<file path="src/rtl/waveform_analyzer.sv">
`default_nettype none
// ============================================================================
// Module   : waveform_analyzer
// Brief    : Rising-midscale-crossing detector (with hysteresis) that measures
//            period, min, max and peak-to-peak of each full sample cycle.
// Revision : 1.0
// ============================================================================
module waveform_analyzer #(
    parameter int PERIOD_W = 16,
    parameter int OFFSET   = 127,
    parameter int HYST     = 4
) (
    input  logic                clk,
    input  logic                rst,
    input  logic                sampleValid,
    input  logic [7:0]          sampleIn,
    input  logic                clear,
    output logic                measValid,
    output logic [PERIOD_W-1:0] period,
    output logic [7:0]          minVal,
    output logic [7:0]          maxVal,
    output logic [7:0]          peakToPeak,
    output logic                timeout
);

    localparam logic [7:0]          c_tl  = 8'(OFFSET - HYST);
    localparam logic [7:0]          c_th  = 8'(OFFSET + HYST);
    localparam logic [PERIOD_W-1:0] c_one = PERIOD_W'(1);

    typedef enum logic [1:0] {
        SEEK_LOW  = 2'd0,
        SEEK_HIGH = 2'd1,
        MEAS_LOW  = 2'd2,
        MEAS_HIGH = 2'd3
    } state_t;

    state_t              r_state;
    logic [PERIOD_W-1:0] r_count;
    logic [7:0]          r_min;
    logic [7:0]          r_max;

    logic       w_low;
    logic       w_high;
    logic       w_cnt_sat;
    logic [7:0] w_min_upd;
    logic [7:0] w_max_upd;

    assign w_low     = (sampleIn <= c_tl);
    assign w_high    = (sampleIn >= c_th);
    assign w_cnt_sat = &r_count;
    assign w_min_upd = (sampleIn < r_min) ? sampleIn : r_min;
    assign w_max_upd = (sampleIn > r_max) ? sampleIn : r_max;

    always_ff @(posedge clk or negedge rst) begin
        if (!rst) begin
            r_state    <= SEEK_LOW;
            r_count    <= '0;
            r_min      <= '0;
            r_max      <= '0;
            measValid  <= 1'b0;
            period     <= '0;
            minVal     <= '0;
            maxVal     <= '0;
            peakToPeak <= '0;
            timeout    <= 1'b0;
        end else if (clear) begin
            r_state    <= SEEK_LOW;
            r_count    <= '0;
            r_min      <= '0;
            r_max      <= '0;
            measValid  <= 1'b0;
            period     <= '0;
            minVal     <= '0;
            maxVal     <= '0;
            peakToPeak <= '0;
            timeout    <= 1'b0;
        end else begin
            measValid <= 1'b0;
            if (sampleValid) begin
                case (r_state)
                    SEEK_LOW: begin
                        if (w_low) r_state <= SEEK_HIGH;
                    end
                    SEEK_HIGH: begin
                        if (w_high) begin
                            r_count <= c_one;
                            r_min   <= sampleIn;
                            r_max   <= sampleIn;
                            r_state <= MEAS_LOW;
                        end
                    end
                    MEAS_LOW: begin
                        if (w_cnt_sat) begin
                            timeout <= 1'b1;
                            r_count <= '0;
                            r_state <= SEEK_LOW;
                        end else begin
                            r_count <= r_count + c_one;
                            r_min   <= w_min_upd;
                            r_max   <= w_max_upd;
                            if (w_low) r_state <= MEAS_HIGH;
                        end
                    end
                    MEAS_HIGH: begin
                        // The edge sample closes the old cycle and opens the next one.
                        if (w_high) begin
                            measValid  <= 1'b1;
                            period     <= r_count;
                            minVal     <= r_min;
                            maxVal     <= r_max;
                            peakToPeak <= r_max - r_min;
                            r_count    <= c_one;
                            r_min      <= sampleIn;
                            r_max      <= sampleIn;
                            r_state    <= MEAS_LOW;
                        end else if (w_cnt_sat) begin
                            timeout <= 1'b1;
                            r_count <= '0;
                            r_state <= SEEK_LOW;
                        end else begin
                            r_count <= r_count + c_one;
                            r_min   <= w_min_upd;
                            r_max   <= w_max_upd;
                        end
                    end
                    default: r_state <= SEEK_LOW;
                endcase
            end
        end
    end

endmodule
`default_nettype wire

</file>
<file path="config.mk">
export PLATFORM = sky130hd
export DESIGN_NAME = waveform_analyzer
export DESIGN_NICKNAME = d
export VERILOG_FILES = /design/src/rtl/waveform_analyzer.sv
export SDC_FILE = /design/constraint.sdc
export NUM_CORES = 1
export LEC_CHECK = 0
export ABC_AREA = 1
export BUFFER_PORTS_ARGS = -buffer_cell sky130_fd_sc_hd__buf_2
export CORE_MARGIN = 5
export CORE_UTILIZATION = 55
export DETAILED_ROUTE_END_ITERATION = 8
export GPL_TIMING_DRIVEN = 1
export HOLD_SLACK_MARGIN = 0.1
export PLACE_DENSITY = 0.76
export SYNTH_ARGS = -nofsm -noshare
export SYNTH_HDL_FRONTEND = slang
export SYNTH_SLANG_ARGS = --single-unit
</file>
<file path="constraint.sdc">
create_clock -name clk -period 2.1 [get_ports clk]
set_input_delay 0.21 -clock clk [delete_from_list [all_inputs] [get_ports clk]]
set_output_delay 0.21 -clock clk [all_outputs]
set_load 0.005 [all_outputs]
</file>
==> impl_metrics.ini, run 1 <==
[layout]
diodes = 0
multiInputGateArea_um2 = 2190
ff_latch_area_um2 = 1900
final_nets = 661
synthToLayoutAreaGrowth_pct = 14.5
final_cell_count_no_fill = 732
fin_area_um2 = 5060
drive_above_1_share_pct = 19.7
fill_cells = 695

[setup_path]
worst-setup-path-type = reg2reg
startpoint_type = flop
endpoint_kind = flop
critPathRequiredTime_ns = 2.34
cp.arrival_ns = 2.14
crit_fanout = 9

[drt]
drc = 0
vias_per_cell = 5.48
drtIter0Drc = 250
dr.pass1.iters = 5
final_antenna_net_count = 0
wirelength_um = 10800
wl_per_cell_um = 14.8
via_count = 4008

[grt]
antenna_found_initial = 0
grt_pass1_vias = 3763
grt_start_max_net_pins = 42
grt_overflow_total = 0
grt_usage_pct = 22.7
grt_pass1_wl_um = 18300

[run]
maxCapViolCount = 0

[place]
place_inst = 714
dp_hpwl_um = 7930
dpl_cell_area_um2 = 4810
post-place-ws_ns = 0.133
place_congestion = 0.891
portBuffers = 53

[logic_synthesis]
synth_common_cells = 167 x nand2_1, 76 x dfrtp_1, 56 x inv_1
synthArstFlopShare_pct = 100
ys_types = 39
syn_area_um2 = 4420
mappedNetlistNets = 600
syn_avg_cell_area_um2 = 7.84
ys_ff_latch = 76
synth_warnings = 0
synth_top_area_share_pct = 43.0
synth_top_area_cell = dfrtp_1
synth-edff-count = 0
synth_area_leaders = dfrtp_1 43%, nand2_1 14%, ha_1 6.5%
yosysSeqAreaShare_pct = 43.0
synth_most_common_cell = nand2_1
synthFlopType = dfrtp_1
syn_inst = 564

[timing]
final-hold-violation-count = 0
skew_ns = 0.00940
rsz0062_at_grt = false
clock.fmax_mhz = 527
finalSetupViolCount = 0
maxSlewViolCount = 0
min_period_ns = 1.90
finalSetupTns_ns = 0
finalWorstSetupSlack_ns = 0.202
min_period_over_period_pct = 90.4
relSlewSlack_pct = 63.5
worst_pin_slew_ns = 0.547

[clock_tree]
clock_latency_ns = 0.35
tritoncts = done
clock-sinks = 76
clock_tree.htree_level_count = 3
root_buffer = clkbuf_8
cts.reportedPaths.clkPinSlew_ns = 0.09
cts_buffers = 9
cts_buffer_depth = 2

[die]
die-area_um2 = 9930
initial_core_util_pct = 56.9
die_x_um = 99.7
die_h_um = 99.7
fp.coreArea_um2 = 7770
rows = 32
boundaryPins = 54

[pwr]
ir_worst_vdd_mv = 0.496
power_density_nw_per_um2 = 1040
leakagePower_nw = 2.57
finalPower_w = 0.00526

[status]
status = complete, no violations

[hold_path]
hold_class = in2reg
## flip-flops by register name, indices dropped and copies added, names as in the netlist
name	flops
r_count	16
period	16
timeout	1
r_min	8
r_max	8
measValid	1
peakToPeak	8
maxVal	8
r_state	2
minVal	8
## cell type report
| cell class | instances | area share, % |
|---|---|---|
| clock buffer | 9 | 2.45 |
| sequential | 76 | 37.6 |
| inverter | 65 | 4.87 |
| multi-input combinational | 409 | 43.3 |
| clock inverter | 7 | 2.08 |
| tap | 102 | 2.52 |
| timing repair buffer | 64 | 7.21 |
## power breakdown
group	leakage, nW	switching [W]	total [W]	internal [W]
clock	0.113	0.000607	0.00130	0.000690
sequential	1.04	0.000164	0.00179	0.00163
combinational	1.42	0.00140	0.00217	0.000777
## metrics by stage
stage / hold WS (ns) / utilization (%)
5_1_grt: 0.176 / 65.2
3_3_place_gp: 0.233 / 61.9
4_1_cts: 0.136 / 65.0
2_1_floorplan: -0.0856 / -
3_5_place_dp: 0.239 / 61.9
6_report: 0.148 / 65.2
## layout by cell type, fill, tap and decap left out, drive strengths merged
cell type / count
nand2: 177
dfrtp: 76
inv: 69
buf: 63
o21ai: 55
nand3: 47
nor2: 45
ha: 23
a21oi: 20
nor3: 14
clkbuf: 9
nand4: 9
o21a: 3
xnor2: 3
o22ai: 2
xor2: 2
a22o: 2
bufinv: 2
a21boi: 2
o31ai: 2
o21bai: 1
o211ai: 1
fa: 1
clkinvlp: 1
dlygate4sd3: 1
## per-layer routing
layer	vias to the layer above	share of wire, %	global-route usage [%]
li1	1957	-	-
met1	1891	46	32.7
met5	-	0	0
met4	0	1.3	6.51
met2	145	45	34.9
met3	15	7.3	4.21
## cell families after synthesis
kind of cell / after synthesis / share of synthesized area (%)
adders and majority gates: 24 / 6.96
xor gates and xnor gates: 5 / 0.991
buffers and inverters: 79 / 7.56
and+or+nand+nor: 292 / 30.1
DFF: 76 / 43.0
AOI/OAI and AO/OA: 88 / 11.4
## path summary, 6_finish.rpt
path / startpoint / to / slack [ns] / depth (start not counted)
min reg2reg: minVal[0]$_DFFE_PN0P_ / minVal[0]$_DFFE_PN0P_ / 0.48 / 2
max in group asynchronous: rst / peakToPeak[6]$_DFFE_PN0P_ / 1.13 / 3
max: r_min[1]$_DFFE_PN0P_ / r_min[6]$_DFFE_PN0P_ / 0.20 / 11
max reg2reg: r_min[1]$_DFFE_PN0P_ / r_min[6]$_DFFE_PN0P_ / 0.20 / 11
min in group asynchronous: rst / r_max[2]$_DFFE_PN0P_ / 0.38 / 2
min: clear / timeout$_DFFE_PN0P_ / 0.15 / 2
## critical path: stages, from the launching register on
cell and delay (ns):
dfrtp_1 0.41, inv_1 0.19, ha_1 0.27, a21boi_0 0.12
o21bai_1 0.14, nand2_1 0.09, nand2_2 0.16, nand2_4 0.12
nand2_1 0.08, nand3_1 0.07, nand2_1 0.08, nand2_1 0.05
## timing repair
action,in CTS,in global routing
buffers inserted,0,1
hold buffers,1,0
endpoints found under the hold margin,40,0
endpoints found under the setup margin,0,11
resized for setup,0,4
No activity file was read; power rests on OpenSTA's default activity.
==> inputs of run 2 (changes only) <==
--- a/config.mk
+++ b/config.mk
@@ -8,11 +8,11 @@
 export ABC_AREA = 1
 export BUFFER_PORTS_ARGS = -buffer_cell sky130_fd_sc_hd__buf_2
 export CORE_MARGIN = 5
-export CORE_UTILIZATION = 55
+export CORE_UTILIZATION = 45
 export DETAILED_ROUTE_END_ITERATION = 8
 export GPL_TIMING_DRIVEN = 1
 export HOLD_SLACK_MARGIN = 0.1
-export PLACE_DENSITY = 0.76
+export SKIP_CTS_REPAIR_TIMING = 1
 export SYNTH_ARGS = -nofsm -noshare
 export SYNTH_HDL_FRONTEND = slang
 export SYNTH_SLANG_ARGS = --single-unit
==> run 2 against run 1 <==
Effect of this change:
- final cell count increased by 4.6%
- register-to-register slack got worse by 0.03 ns
- total power decreased by 0.34%
- sequential share of layout area decreased by 0.35 points
- worst hold slack improved by 0.0040 ns
- via count decreased by 2.2%
- non-clock buffer count increased by 3
==> impl_metrics.ini, run 2 (same netlist as run 1, synthesis figures left out) <==
[die]
boundaryPins = 54
die_x_um = 109
die-area_um2 = 11900
fp.coreArea_um2 = 9680
rows = 36
initial_core_util_pct = 45.7
die_h_um = 109

[setup_path]
crit_chain = inv_1 -> ha_1 -> nand2_1 -> nor2_1 -> nand4_1 -> nand2_1 -> inv_2 -> nand2_4 -> o21ai_0 -> nand2_1 -> o21ai_1
startpoint_type = flop
r2r_end = r_max[7]$_DFFE_PN0P_
worst-setup-path-type = reg2reg
cp.arrival_ns = 2.17
ff2ff_path_depth = 11
rr_startpoint = r_max[5]$_DFFE_PN0P_
path_buf_inv = 2
cpMostUsedCell = nand2_1
crit_fanout = 10
critPathRequiredTime_ns = 2.34
critPathTopFamily = simple AND/OR/NAND/NOR gates
r2r_slack_ns = 0.18
endpoint_kind = flop
crit_path_top_delay_cell = dfrtp_1
cp_slowest_stage_delay_ns = 0.43

[clock_tree]
cts_buffers = 9
cts_buffer_depth = 2
cts.reportedPaths.clkPinSlew_ns = 0.08
clock_tree.htree_level_count = 3
clock_latency_ns = 0.37
tritoncts = done
root_buffer = clkbuf_8
clock-sinks = 76

[grt]
met3_usage_pct = 3.61
grt_pass1_vias = 3726
antenna_found_initial = 0
grt_pass1_wl_um = 18800
use_met2_pct = 30.8
met1_usage_pct = 30.5
grt_usage_pct = 20.6
grt_start_max_net_pins = 45
busiest_layer = met2
grt_overflow_total = 0

[drt]
via_count = 3918
drc = 0
drtIter0Drc = 251
wl_per_cell_um = 15.1
vias_per_cell = 5.11
final_antenna_net_count = 0
dr.pass1.iters = 5
wirelength_um = 11600

[layout]
fin_area_um2 = 5110
final_nets = 664
most-common-layout-cells = 165 x nand2_1, 76 x dfrtp_1, 56 x inv_1
multiInputGateArea_um2 = 2200
fill_cells = 922
layout_commonest_cell = nand2_1
ff_latch_area_um2 = 1900
reg.largest.list = period: 16 flops, r_count: 16 flops
final_cell_count_no_fill = 766
finish.utilization_pct = 52.8
drive_above_1_share_pct = 19.6
synthToLayoutAreaGrowth_pct = 15.5
diodes = 0

[timing]
maxSlewViolCount = 0
finalSetupViolCount = 0
min_period_ns = 1.92
relSlewSlack_pct = 59.1
worst_pin_slew_ns = 0.613
finalSetupTns_ns = 0
skew_ns = 0.0154
clock.fmax_mhz = 520
final-hold-violation-count = 0
min_period_over_period_pct = 91.6

[pwr]
leakagePower_nw = 2.58
finalPower_w = 0.00524
power_density_nw_per_um2 = 1030
ir_worst_vdd_mv = 0.426

[status]
status = complete, no violations

[place]
portBuffers = 53
place_inst = 749
dp_hpwl_um = 8580
dpl_cell_area_um2 = 4880
place_congestion = 0.849

[hold_path]
min_from = clear
min_to = timeout$_DFFE_PN0P_
min_path_cells = 2
hold_class = in2reg

[run]
maxCapViolCount = 0
run 2: cell types whose count changed in the layout (fill, tap and decap cells not counted), sizes merged:
cell / before / now
buf: 63 / 66
inv: 69 / 65
clkbuf: 9 / 12
clkinvlp: 1 / 0
clkinv: 0 / 2
run 2: worst reg2reg max path, cell delays in order (launching register included):
cell and delay [ns]:
dfrtp_1 0.43, inv_1 0.11, ha_1 0.31, nand2_1 0.06, nor2_1 0.15, nand4_1 0.12, nand2_1 0.10, inv_2 0.10
nand2_4 0.15, o21ai_0 0.10, nand2_1 0.12, o21ai_1 0.06
run 2: power by group:
part / total [W] / switching, W / leakage [nW] / internal [W]
Clock: 0.00122 / 0.000552 / 0.105 / 0.000671
Combinational: 0.00223 / 0.00143 / 1.44 / 0.000801
Sequential: 0.00179 / 0.000164 / 1.04 / 0.00163
run 2: area by class of cell:
class,count,area share (%)
Multi-Input combinational cell,409,43.0
Clock buffer,12,2.65
Timing Repair Buffer,67,7.59
Clock inverter,4,1.45
Sequential cell,76,37.2
Inverter,65,4.82
Tap cell,133,3.26
run 2: stage by stage:
step,worst slack (ns),hold slack (ns)
6_report,0.175,0.152
5_1_grt,-0.00464,0.160
4_1_cts,0.105,-0.115
3_5_place_dp,0.141,0.279
3_3_place_gp,0.157,0.270
2_1_floorplan,0.344,-0.0856
run 2: metal layers:
layer	wire (um)	share of wire [%]
met5	0	0
met4	131	1.1
met3	589	5.1
met2	4990	43
met1	5860	51
run 2: how the worst max path moves through the flow:
stage	startpoint	to	slack (ns)	cells after the start
floorplan	r_max[0]$_DFFE_PN0P_	peakToPeak[6]$_DFFE_PN0P_	0.34	11
detailed placement	r_max[2]$_DFFE_PN0P_	r_max[7]$_DFFE_PN0P_	0.14	12
global route	r_max[0]$_DFFE_PN0P_	peakToPeak[6]$_DFFE_PN0P_	-0.005	11
finish	r_max[5]$_DFFE_PN0P_	r_max[7]$_DFFE_PN0P_	0.18	11
global placement	r_max[5]$_DFFE_PN0P_	r_max[7]$_DFFE_PN0P_	0.16	10
CTS	r_max[2]$_DFFE_PN0P_	r_max[7]$_DFFE_PN0P_	0.10	12
==> inputs of run 3 (changes only) <==
--- a/config.mk
+++ b/config.mk
@@ -9,9 +9,11 @@
 export BUFFER_PORTS_ARGS = -buffer_cell sky130_fd_sc_hd__buf_2
 export CORE_MARGIN = 5
 export CORE_UTILIZATION = 45
+export CTS_CLUSTER_SIZE = 16
 export DETAILED_ROUTE_END_ITERATION = 8
 export GPL_TIMING_DRIVEN = 1
 export HOLD_SLACK_MARGIN = 0.1
+export PLACE_DENSITY = 0.75
 export SKIP_CTS_REPAIR_TIMING = 1
 export SYNTH_ARGS = -nofsm -noshare
 export SYNTH_HDL_FRONTEND = slang
==> run 3 against run 2 <==
Effect of this change:
- via count up 0.71%
- total power down 3.0%
- register-to-register slack gained 0.02 ns
- final cell count down 0.52%
- sequential power hardly changed
- worst hold slack worse by 0.013 ns
- die area stayed put
- sequential cell count unchanged
- critical path type unchanged
==> impl_metrics.ini, run 3 (same netlist as run 1, synthesis figures left out) <==
[status]
status = complete, no violations

[grt]
met3_usage_pct = 4.03
antenna_found_initial = 0
grt_usage_pct = 19.6
grt_pass1_wl_um = 18200
met1_usage_pct = 26.9
busiest_layer = met2
grt_overflow_total = 0
grt_start_max_net_pins = 48
grt_pass1_vias = 3747
use_met2_pct = 29.7

[drt]
wirelength_um = 10900
dr.pass1.iters = 6
drc = 0
final_antenna_net_count = 0
vias_per_cell = 5.18
via_count = 3946
drtIter0Drc = 265
wl_per_cell_um = 14.3

[timing]
skew_ns = 0.00729
relSlewSlack_pct = 63.5
finalSetupTns_ns = 0
finalSetupViolCount = 0
rsz0062_at_grt = false
clock.fmax_mhz = 526
finalWorstSetupSlack_ns = 0.200
min_period_ns = 1.90
maxSlewViolCount = 0
min_period_over_period_pct = 90.5
worst_pin_slew_ns = 0.547
final-hold-violation-count = 0

[pwr]
combPwrFrac_pct = 42.0
leakagePower_nw = 2.56
ir_worst_vdd_mv = 0.362
finalPower_w = 0.00509
swShare_pct = 41.4
internal_power_w = 0.00298
power_frac_clock_pct = 22.7
seq_power_share_pct = 35.3
power_density_nw_per_um2 = 1000
power_switching_w = 0.00210

[clock_tree]
cts.reportedPaths.clkPinSlew_ns = 0.08
tritoncts = done
clock_tree.htree_level_count = 3
clock_latency_ns = 0.36
cts_buffers = 9
cts_buffer_depth = 2
clock-sinks = 76
root_buffer = clkbuf_8

[setup_path]
critPathRequiredTime_ns = 2.34
cp_slowest_stage_delay_ns = 0.43
worst-setup-path-type = reg2reg
cp.arrival_ns = 2.14
endpoint_kind = flop
crit_path_top_delay_cell = dfrtp_1
r2r_slack_ns = 0.20
startpoint_type = flop
path_buf_inv = 2
crit_chain = inv_1 -> ha_1 -> inv_1 -> fa_1 -> nand3_1 -> nand3_1 -> nand2_1 -> nand2_1 -> a21oi_1 -> xor2_1 -> o21ai_0
critPathTopFamily = adder cells
crit_fanout = 4

[layout]
diodes = 0
drive_above_1_share_pct = 18.9
synthToLayoutAreaGrowth_pct = 14.8
final_nets = 660
most-common-layout-cells = 166 x nand2_1, 76 x dfrtp_1, 56 x inv_1
layout_commonest_cell = nand2_1
reg.largest.list = period: 16 flops, r_count: 16 flops

[die]
die-area_um2 = 11900
rows = 36
fp.coreArea_um2 = 9680
initial_core_util_pct = 45.7
boundaryPins = 54
die_h_um = 109
die_x_um = 109

[place]
post-place-ws_ns = 0.144
place_congestion = 0.944
dp_hpwl_um = 8130
portBuffers = 53

[run]
maxCapViolCount = 0

[hold_path]
hold_class = in2reg
==> run 3: through the flow <==
stage	utilization [%]	hold WS (ns)	cells	instance area, um^2
global route	52.4	0.134	762	5070
global placement	50.2	0.173	745	4860
floorplan	-	-0.0856	564	4420
detailed placement	50.2	0.176	745	4860
finish	52.4	0.138	762	5070
CTS	52.3	-0.214	761	5060
==> run 3: layout make-up <==
cell class	count	area, um^2
sequential	76	1900
tap	133	166
clock buffer	11	141
multi-input combinational	409	2190
fill	901	4610
clock inverter	5	60.1
inverter	65	246
timing repair buffer	63	370
==> run 3: worst reg2reg max path, stage by stage, from the launching register on <==
cell     delay [ns]
dfrtp_1        0.43
inv_1          0.09
ha_1           0.14
inv_1          0.06
fa_1           0.39
nand3_1        0.08
nand3_1        0.08
nand2_1        0.08
nand2_1        0.05
a21oi_1        0.15
xor2_1         0.15
o21ai_0        0.08
==> run 3: metal layers <==
metal	part of all wire [%]	vias to the layer above
li1	-	1949
met1	45	1846
met3	6.4	24
met4	2.6	0
met2	46	127
met5	0	-
==> run 3: power by group through the flow <==
stage                     Sequential, W  Clock, W  Combinational [W]
after floorplan                 0.00178         0            0.00163
after global placement          0.00181         0            0.00203
after detailed placement        0.00182         0            0.00209
after CTS                       0.00179   0.00117            0.00212
after global routing            0.00181   0.00125            0.00243
final                           0.00180   0.00116            0.00213
==> run 3: worst paths after layout <==
check,startpoint,to,cells after the start
setup / recovery,r_max[0]$_DFFE_PN0P_,peakToPeak[6]$_DFFE_PN0P_,11
hold / removal,clear,timeout$_DFFE_PN0P_,2
setup reg to reg,r_max[0]$_DFFE_PN0P_,peakToPeak[6]$_DFFE_PN0P_,11
hold reg to reg,minVal[0]$_DFFE_PN0P_,minVal[0]$_DFFE_PN0P_,2
max in group asynchronous,rst,period[9]$_DFFE_PN0P_,3
min in group asynchronous,rst,r_max[3]$_DFFE_PN0P_,2
